<file path="config.mk">
export PLATFORM = sky130hd
export DESIGN_NAME = spi_slave
export DESIGN_NICKNAME = d
export VERILOG_FILES = /design/src/rtl/spi_slave.sv
export SDC_FILE = /design/constraint.sdc
export NUM_CORES = 1
export LEC_CHECK = 0
export CAP_MARGIN = 40
export CORE_MARGIN = 2
export CORE_UTILIZATION = 52
export CTS_CLUSTER_SIZE = 24
export DETAILED_ROUTE_END_ITERATION = 6
export PLACE_DENSITY_LB_ADDON = 0.25
export RECOVER_POWER = 25
export SLEW_MARGIN = 30
export SYNTH_ARGS = -nofsm -noshare
export SYNTH_HDL_FRONTEND = slang
export SYNTH_SLANG_ARGS = --single-unit
</file>
<file path="constraint.sdc">
create_clock -name sys_clk_i -period 2.7 [get_ports sys_clk_i]
set_input_delay 0.675 -clock sys_clk_i [delete_from_list [all_inputs] [get_ports sys_clk_i]]
set_output_delay 0.675 -clock sys_clk_i [all_outputs]
set_load 0.01 [all_outputs]
</file>
<file path="src/rtl/spi_slave.sv">
// SPI mode-0 slave (CPOL=0, CPHA=0, MSB first) clocked entirely by sys_clk_i.
// SPI pins are oversampled through synchronizer chains; a one-entry TX buffer feeds MISO.
module spi_slave #(
    parameter int DW   = 8,
    parameter int SYNC = 2
) (
    input  logic          sys_clk_i,
    input  logic          sys_rst_i,
    input  logic          s_spi_clk_i,
    input  logic          s_spi_cs_i,
    input  logic          s_spi_dat_i,
    output logic          s_spi_dat_o,
    output logic          s_spi_oe_o,
    input  logic [DW-1:0] s_tx_data_i,
    input  logic          s_tx_valid_i,
    output logic          s_tx_ready_o,
    output logic [DW-1:0] m_rx_data_o,
    output logic          m_rx_valid_o,
    output logic          s_busy_o,
    output logic          s_underrun_o,
    output logic          s_abort_o
);
    localparam int CW = $clog2(DW);
    localparam logic [CW-1:0] LAST_BIT = CW'(DW - 1);

    typedef enum logic {
        ST_IDLE,
        ST_ACTIVE
    } state_t;

    state_t r_state;
    state_t w_state_next;

    // Synchronizer chains carry no reset so they keep tracking the pins during reset.
    logic [SYNC-1:0] r_sclk_sync;
    logic [SYNC-1:0] r_cs_sync;
    logic [SYNC-1:0] r_mosi_sync;
    logic            r_sclk_hist;
    logic            r_cs_hist;
    logic            r_cs_armed;

    logic [CW-1:0]   r_bit_cnt;
    logic [DW-2:0]   r_rx_shift;
    logic [DW-1:0]   r_rx_data;
    logic            r_rx_valid;
    logic [DW-1:0]   r_tx_shift;
    logic [DW-1:0]   r_tx_buf;
    logic            r_tx_full;
    logic            r_underrun;
    logic            r_abort;

    logic            w_sclk_s;
    logic            w_cs_s;
    logic            w_mosi_s;
    logic            w_sclk_rise;
    logic            w_sclk_fall;
    logic            w_cs_rise;
    logic            w_cs_fall;
    logic            w_start;
    logic            w_stop;
    logic            w_shift_in;
    logic            w_shift_out;
    logic            w_reload;
    logic            w_accept;
    logic [DW-1:0]   w_tx_load;
    logic [DW-1:0]   w_rx_next;

    always_ff @(posedge sys_clk_i) begin
        r_sclk_sync <= {r_sclk_sync[SYNC-2:0], s_spi_clk_i};
        r_cs_sync   <= {r_cs_sync[SYNC-2:0], s_spi_cs_i};
        r_mosi_sync <= {r_mosi_sync[SYNC-2:0], s_spi_dat_i};
    end

    assign w_sclk_s    = r_sclk_sync[SYNC-1];
    assign w_cs_s      = r_cs_sync[SYNC-1];
    assign w_mosi_s    = r_mosi_sync[SYNC-1];
    assign w_sclk_rise = w_sclk_s & ~r_sclk_hist;
    assign w_sclk_fall = ~w_sclk_s & r_sclk_hist;
    assign w_cs_rise   = w_cs_s & ~r_cs_hist;
    assign w_cs_fall   = ~w_cs_s & r_cs_hist;

    // A start needs CS to have been seen high since reset, so CS held low through reset is ignored.
    assign w_start     = (r_state == ST_IDLE) & w_cs_fall & r_cs_armed;
    assign w_stop      = (r_state == ST_ACTIVE) & w_cs_rise;
    assign w_shift_in  = (r_state == ST_ACTIVE) & ~w_cs_rise & w_sclk_rise;
    assign w_shift_out = (r_state == ST_ACTIVE) & ~w_cs_rise & w_sclk_fall;
    assign w_reload    = w_start | (w_shift_out & (r_bit_cnt == '0));
    assign w_tx_load   = r_tx_full ? r_tx_buf : '0;
    assign w_rx_next   = {r_rx_shift, w_mosi_s};

    // The buffer is free in a reload cycle too, letting a new word land as the old one leaves.
    assign s_tx_ready_o = ~r_tx_full | w_reload;
    assign w_accept     = s_tx_valid_i & s_tx_ready_o;

    always_comb begin
        w_state_next = r_state;
        case (r_state)
            ST_IDLE:   if (w_start)   w_state_next = ST_ACTIVE;
            ST_ACTIVE: if (w_cs_rise) w_state_next = ST_IDLE;
            default:                  w_state_next = ST_IDLE;
        endcase
    end

    always_ff @(posedge sys_clk_i) begin
        if (sys_rst_i) begin
            r_state <= ST_IDLE;
        end else begin
            r_state <= w_state_next;
        end
    end

    always_ff @(posedge sys_clk_i) begin
        if (sys_rst_i) begin
            r_sclk_hist <= 1'b0;
            r_cs_hist   <= 1'b1;
            r_cs_armed  <= 1'b0;
            r_bit_cnt   <= '0;
            r_rx_shift  <= '0;
            r_rx_data   <= '0;
            r_rx_valid  <= 1'b0;
            r_tx_shift  <= '0;
            r_tx_buf    <= '0;
            r_tx_full   <= 1'b0;
            r_underrun  <= 1'b0;
            r_abort     <= 1'b0;
        end else begin
            r_sclk_hist <= w_sclk_s;
            r_cs_hist   <= w_cs_s;
            r_rx_valid  <= 1'b0;
            r_underrun  <= 1'b0;
            r_abort     <= 1'b0;
            if (w_cs_s) begin
                r_cs_armed <= 1'b1;
            end

            if (w_start) begin
                r_bit_cnt  <= '0;
                r_tx_shift <= w_tx_load;
            end

            if (w_stop) begin
                r_bit_cnt  <= '0;
                r_tx_shift <= '0;
                r_abort    <= (r_bit_cnt != '0);
            end

            if (w_shift_in) begin
                r_rx_shift <= w_rx_next[DW-2:0];
                if (r_bit_cnt == LAST_BIT) begin
                    r_bit_cnt  <= '0;
                    r_rx_data  <= w_rx_next;
                    r_rx_valid <= 1'b1;
                end else begin
                    r_bit_cnt <= r_bit_cnt + 1'b1;
                end
            end

            if (w_shift_out) begin
                if (r_bit_cnt == '0) begin
                    r_tx_shift <= w_tx_load;
                end else begin
                    r_tx_shift <= r_tx_shift << 1;
                end
            end

            if (w_reload && !r_tx_full) begin
                r_underrun <= 1'b1;
            end

            if (w_accept) begin
                r_tx_buf  <= s_tx_data_i;
                r_tx_full <= 1'b1;
            end else if (w_reload) begin
                r_tx_full <= 1'b0;
            end
        end
    end

    assign s_spi_dat_o  = r_tx_shift[DW-1];
    assign s_spi_oe_o   = (r_state == ST_ACTIVE);
    assign s_busy_o     = (r_state == ST_ACTIVE);
    assign m_rx_data_o  = r_rx_data;
    assign m_rx_valid_o = r_rx_valid;
    assign s_underrun_o = r_underrun;
    assign s_abort_o    = r_abort;

endmodule

</file>
* Word level (Yosys, flattened, before mapping)
Cells that the tools add are included.
** Storage, ports and cells
- Register bits :: 48
- Word-level logic and storage cells :: 67
** Cells by class
- Eq/ne operators :: 1
- Add/subtract/negate cells :: 1
- Reductions and logical operators :: 10
- Bitwise logic cells :: 23
- Mux-type cells :: 16
** Operators with widths (count)
- $mux 8 :: 5
- $and 1x1->1 :: 12
- $mux 3 :: 4
- $not 1->1 :: 9
- $reduce_bool 3->1 :: 3
- $mux 1 :: 6
- $reduce_or 2->1 :: 2
- $add 3x1->3 const B :: 1
- $eq 3x3->1 const B :: 1
- $logic_not 3->1 :: 1
- $or 1x1->1 :: 2
- $pmux 1 s2 :: 1
- $reduce_and 2->1 :: 1
- $reduce_bool 2->1 :: 1
- $logic_and 1x1->1 :: 1
- $logic_not 1->1 :: 1

* Longest topological paths before layout
Gate-level depths: netlist (run 1).
- Word-level depth :: 10
- Gate-level depth with buffers :: 9
- Mapped depth without buffers :: 7

* Worst setup path before layout (run 1)
Ideal clock, no wire load.
- Kind :: register to output
- Start point :: reg r_state, in the netlist s_busy_o
- End point :: out s_tx_ready_o
- Data arrival time :: 1.198 ns
- Stages on the path, launching flop included :: 5
- Slack :: 0.827 ns
- Path buffers :: 1
- Path through :: dfxtp_1 buf_2 and4bb_2 a41oi_1 nand2_1
** Between the ends
- Longest elaborated chain between the ends :: 5
- Elaborated cells on any way between the ends :: 8
- Classes of those cells :: bitwise: 8
** RTL lines
- from (decl) :: line 31 : state_t r_state;
- from (signal assigned) :: line 108 : r_state <= w_state_next;
- $and 1x1->1 or $not 1->1 (tied branches)
- $and 1x1->1 (on tied branches) :: line 86, 83
- $and 1x1->1 (on tied branches) :: line 87, 83
- $or 1x1->1 * :: line 87 : assign w_reload = w_start | (w_shift_out & (r_bit_cnt == '0));
- $or 1x1->1 * :: line 92 : assign s_tx_ready_o = ~r_tx_full | w_reload;
- to (decl) :: line 16 : output logic s_tx_ready_o,
Mark *: on every way between the ends. The rest lies on a longest branch, timed or not.

* Worst setup path in the final report (run 1)
- Start point :: reg r_bit_cnt[0]
- End point :: out s_tx_ready_o
** Between the ends
- Longest elaborated chain between the ends :: 4
** RTL lines
- from (decl) :: line 42 : logic [CW-1:0] r_bit_cnt;
- from (signal assigned) :: line 154 : r_bit_cnt <= r_bit_cnt + 1'b1;
- $logic_not 3->1 :: line 87
- $and 1x1->1 :: line 87
- $or 1x1->1 :: line 87
- $or 1x1->1 :: line 92
No other way between the ends.

==> impl_results.md, run 1 <==
- Synth cell types: 33
- Final WS setup: 0.420 ns
- Worst Setup Slack post-DPL: 0.302 ns
- Switching share of power: 24.4%
- Synth Net Count: 210
- VDD IR-drop max: 0.337 mV
- Via Count: 1,386
- Die height: 63.7 um
- Crit-path max FO: 4
- Max-Cap Viols: 0
- Clock sink count: 48
- CP delay by family, top: flip-flops
- First-pass GRT wire length: 5.89 mm
- Final Max Tran Viols: 0
- Rel. slew slack: 42.0%
- R2r worst-path depth: 8
- Yosys warns: 0
- RSZ-0062 raised after global routing: false
- FMAX: 439 MHz
- Switch Pwr: 0.288 mW
- CP max stage delay: 0.37 ns
- PwrDens: 533 mW/mm2
- Final hold vios: 0
- Cells after Synth: 193
- P_leak: 0.849 nW
- Worst hold stages: 0
- CP Capture Type: output pin
- Area Overhead vs Synth: 19.6%
- H-tree lvl count: 2
- Largest net degree at the start of global routing: 43
- Crit-path cells: inv_1, ha_1, nor2b_2, a41oi_2, nand2_1, dlymetal6s2s_1
- Starting DRT DRC Count: 46
- Cell area after synthesis: 0.00185 mm2
- Share of layout cells above drive strength 1: 15.5%
- Max clock buf depth: 2
- Die width: 63.7 um
- WL final: 3.46 mm
- Outcome: finished clean
- Syn Area/Cell: 9.60 um2
- Worst-margin pin slew: 0.869 ns
- Min Tclk post-route: 2.28 ns
- Row count: 21
- Post-route DRC: 0
- Initial antenna violation count: 0
- Setup TNS: 0 ns
- Diodes inserted: 0
- # hold bufs at CTS: 0
- CTS tree: built
- Core area: 0.00339 mm2
- Die area: 0.00406 mm2
- Cts bufs inserted: 5
- Vias/cell: 5.21
- Startpoint Class: register
- Clk slew on worst S/H paths: 0.12 ns
- Crit path DAT: 1.61 ns
- Crit path buf inv count: 2
- Port Buffers: 28
- Clk_skew: 0.00805 ns
- Reg power frac: 64.1%
- Worst EP required: 2.03 ns
- Vias in the first global route: 1,312
- Top-Level Pins: 29
- Post-DP HPWL: 2.37 mm
- Total track usage: 18.7%
- Count of final setup violators: 0
- Comb pwr share: 10.4%
- Yosys reg bits: 48
- Later-pin clock latency in the skew report: 0.35 ns
- Seq/Total Area, Yosys: 51.9%
- Tcrit/Tclk final: 84.5%
- Clock root cell: clkbuf_4
- Internal Pwr Total: 0.893 mW
- Nets: 237
- Clock network power share: 25.5%
- Worst Hold Class: reg2reg
- Wire per inst: 13.0 um
- ANT nets after route: 0
- Setup CP Type: reg2out
- Grt ovf: 0
- Initial core utilization: 54.7%
- First-pass detailed-route iteration total: 7
- Critical-path top delay cell: dfxtp_2
- Gpl congestion: 0.795
- Stages on worst setup path: 6
-- state kept, by name, indices dropped and copies added (netlist names) --
signal	flops
m_rx_data_o	8
m_rx_valid_o	1
r_bit_cnt	3
r_cs_armed	1
r_cs_hist	1
r_cs_sync	2
r_mosi_sync	2
r_rx_shift	7
r_sclk_hist	1
r_sclk_sync	2
r_tx_buf	8
r_tx_full	1
r_tx_shift	8
s_abort_o	1
s_busy_o	1
s_underrun_o	1
-- placed cells by master, fill, tap and decap left out, types with 4 or more instances in the layout --
master | netlist | routed
clkdlybuf4s50_1 | 0 | 23
mux2i_1 | 8 | 8
buf_4 | 2 | 5
a21oi_1 | 20 | 20
nor3_2 | 7 | 7
clkbuf_4 | 0 | 5
a221oi_2 | 7 | 7
dlygate4sd3_1 | 0 | 4
nor2_1 | 26 | 26
nand3_1 | 10 | 10
dfxtp_1 | 48 | 45
nand2_1 | 27 | 27
-- metrics by stage --
| stage | utilization [%] | power, mW | instances | area, um2 | hold slack [ns] |
|---|---|---|---|---|---|
| after CTS | 64.8 | 1.19 | 264 | 2200 | 0.342 |
| after floorplan | - | 0.853 | 193 | 1850 | 0.310 |
| after global placement | 63.2 | 0.888 | 257 | 2140 | 0.313 |
| after detailed placement | 63.2 | 0.894 | 257 | 2140 | 0.312 |
| final | 65.4 | 1.18 | 266 | 2220 | 0.342 |
| after global routing | 65.4 | 1.24 | 266 | 2220 | 0.357 |
-- layout make-up --
cell class	count	area [um2]
sequential	48	965
inverter	2	7.51
fill	255	1170
clock buffer	6	41.3
timing repair buffer	34	325
multi-input combinational	129	815
tap	46	57.6
clock inverter	1	5.00
-- cell families after synthesis --
| group | Yosys count | synth area share, % |
|---|---|---|
| muxes | 8 | 4.32 |
| adders and majority gates | 3 | 2.03 |
| AOI/OAI and AO/OA | 32 | 13.0 |
| DFF | 48 | 51.9 |
| buffers and inverters | 16 | 4.73 |
| and+or+nand+nor | 86 | 24.0 |
-- path summary, 6_finish.rpt --
path	startpoint	end	slack, ns
worst min register to register	r_mosi_sync[0]	r_mosi_sync[1]	0.34
worst max-delay path	r_bit_cnt[0]	s_tx_ready_o	0.42
worst max register to register	r_bit_cnt[0]	r_tx_shift[7]	0.66
worst min-delay path	r_mosi_sync[0]	r_mosi_sync[1]	0.34
-- cells in the mapped netlist --
library cell | instances | area share [%]
or2_2 | 1 | 0.34
dfxtp_1 | 48 | 52
inv_1 | 2 | 0.41
a41oi_1 | 1 | 0.47
clkbuf_2 | 1 | 0.27
mux2i_1 | 8 | 4.3
and4b_1 | 1 | 0.54
a22oi_1 | 2 | 0.81
nand2_1 | 27 | 5.5
nand4b_1 | 1 | 0.47
nand2b_1 | 1 | 0.34
clkbuf_1 | 5 | 1.0
nor2b_1 | 2 | 0.68
o21ai_0 | 1 | 0.27
nor3_2 | 7 | 3.8
nor2b_4 | 1 | 0.74
a21oi_1 | 20 | 5.4
a21boi_1 | 1 | 0.41
buf_1 | 1 | 0.20
and3b_1 | 1 | 0.47
ha_1 | 3 | 2.0
and2_1 | 1 | 0.34
and2b_1 | 1 | 0.41
nor2_1 | 26 | 5.3
and3_1 | 1 | 0.34
and4bb_1 | 1 | 0.68
nand3_1 | 10 | 2.7
buf_4 | 2 | 0.81
buf_2 | 3 | 0.81
buf_6 | 2 | 1.2
nor3_1 | 3 | 0.81
a221oi_2 | 7 | 5.7
and4bb_2 | 1 | 0.68
-- power by group through the flow --
stage	combinational [mW]	sequential, mW	clock (mW)
2_1_floorplan	0.0858	0.767	0
3_3_place_gp	0.118	0.770	0
3_5_place_dp	0.122	0.773	0
4_1_cts	0.123	0.757	0.311
5_1_grt	0.136	0.762	0.341
6_report	0.123	0.757	0.301
-- routing by layer --
metal	routed length [um]	part of all wire (%)	vias up	track usage, %
met3	121	3.5	5	6.07
met2	1740	50	24	32.9
met5	0	0	-	0
li1	-	-	711	-
met4	51	1.5	0	5.71
met1	1550	45	646	21.3
-- timing repair --
item,in CTS,in global routing
setup endpoints to repair,1,1
pin swaps,0,1
buffers inserted,0,2
resized for setup,2,4
Power figures use the tool's default switching activity.
==> run 2, diff against run 1 <==
- CORE_UTILIZATION: 52 -> 47
- clock period: 2.7 -> 2.05 ns (I/O delays scaled with it)
==> run 2 against run 1 <==
Clock power is 95% higher. Sequential power increased by 31%. Combinational power increased by 38%. Critical path depth did not move. Via count increased by 1.3%. Sequential share of layout area down 1.7 points. Global-route usage about the same. Non-clock buffer count rose by 4. Critical path type unchanged. Largest power group unchanged. Highest routed layer unchanged.
==> impl_results.md, run 2 (synthesized netlist as in run 1, its figures left out) <==
- Worst Setup Slack post-DPL: 0.00310 ns
- Vias in the first global route: 1,378
- RSZ-0062 raised after global routing: false
- Cts bufs inserted: 5
- Total Power: 1.75 mW
- P_leak: 0.887 nW
- Post-route DRC: 0
- CP max stage delay: 0.34 ns
- PwrDens: 761 mW/mm2
- Final Max Tran Viols: 0
- Most frequent cells in the layout: dfxtp_1 (46), nand2_1 (27), nor2_1 (26)
- Tcrit/Tclk final: 92.5%
- Clock root cell: clkbuf_8
- ANT nets after route: 0
- Critical-path top delay cell: dfxtp_2
- Max-Cap Viols: 0
- Die width: 66.8 um
- CP delay by family, top: flip-flops
- R2r worst-path depth: 7
- FMAX: 528 MHz
- Post-DP HPWL: 2.57 mm
- Hold slack: 0.331 ns
- Crit-path cells: inv_1, ha_1, nor2b_2, a41oi_2, nand2_1, buf_2
- Wire per inst: 13.1 um
- Worst-margin pin slew: 0.775 ns
- Diodes inserted: 0
- Worst Hold Class: reg2reg
- Final WS setup: 0.155 ns
- VDD IR-drop max: 0.459 mV
- Core area: 0.00372 mm2
- Area Overhead vs Synth: 24.2%
- Crit path buf inv count: 2
- Placement Cell Area: 0.00221 mm2
- Starting DRT DRC Count: 44
- Rel. slew slack: 48.3%
- Clk slew on worst S/H paths: 0.08 ns
- Via Count: 1,404
- Final hold vios: 0
- Initial core utilization: 49.9%
- CTS tree: built
- Setup TNS: 0 ns
- Largest net degree at the start of global routing: 22
- First-pass detailed-route iteration total: 4
- Nets: 241
- Stages on worst setup path: 6
- Top-Level Pins: 29
- H-tree lvl count: 2
- Crit-path max FO: 3
- Max clock buf depth: 2
- Count of final setup violators: 0
- Initial antenna violation count: 0
- Gpl congestion: 0.767
- Clock sink count: 48
- Outcome: finished clean
- Die height: 66.8 um
- Grt ovf: 0
- Vias/cell: 5.16
- Crit path DAT: 1.38 ns
- Total track usage: 18.7%
- Clk_skew: 0.00518 ns
- Die area: 0.00446 mm2
- Leading cell type in the layout, fill and taps excluded: dfxtp_1
- First-pass GRT wire length: 6.09 mm
- Worst hold stages: 0
- Setup CP Type: reg2out
- Later-pin clock latency in the skew report: 0.30 ns
- Row count: 22
- Share of layout cells above drive strength 1: 17.0%
- Min Tclk post-route: 1.90 ns
- Worst EP required: 1.54 ns
- CP Capture Type: output pin
- Startpoint Class: register
- WL final: 3.57 mm
- Final instance area: 0.00230 mm2
- Port Buffers: 28
run 2: report_power, final:
part	internal [mW]	leakage [nW]	switching, mW
registers	0.967	0.394	0.0261
logic	0.0855	0.443	0.0847
clock network	0.300	0.0503	0.287
run 2: metrics by stage:
stage	utilization, %	std cells
after floorplan	-	193
after global placement	59.4	264
after detailed placement	59.4	264
after CTS	62.3	271
after global routing	61.9	272
final	61.9	272
run 2: final timing paths:
check | slack (ns) | end | from
worst min-delay path | 0.33 | r_mosi_sync[1] | r_mosi_sync[0]
worst max-delay path | 0.15 | s_tx_ready_o | r_bit_cnt[0]
worst min register to register | 0.33 | r_mosi_sync[1] | r_mosi_sync[0]
worst max register to register | 0.24 | r_tx_shift[7] | r_bit_cnt[0]
run 2: timing repair:
action / 4_1_cts / 5_1_grt
endpoints found under the setup margin: 1 / 1
hold buffers: 0 / 0
gates resized for setup: 7 / 1
pin swaps: 0 / 1
buffers inserted: 0 / 1
run 2: layout make-up:
cell class              count  area, um2
inverters                   2       7.51
well taps                  48       60.1
multi-input cells         129        815
repair buffers             38        359
clock buffers               7       96.3
flip-flops and latches     48        963
fillers                   323       1420
run 2: routing by layer:
layer,track usage (%),vias up,wire [um]
li1,-,715,-
met3,6.25,6,156
met1,19.9,657,1520
met2,32.4,26,1820
met5,0,-,0
met4,10.2,0,82
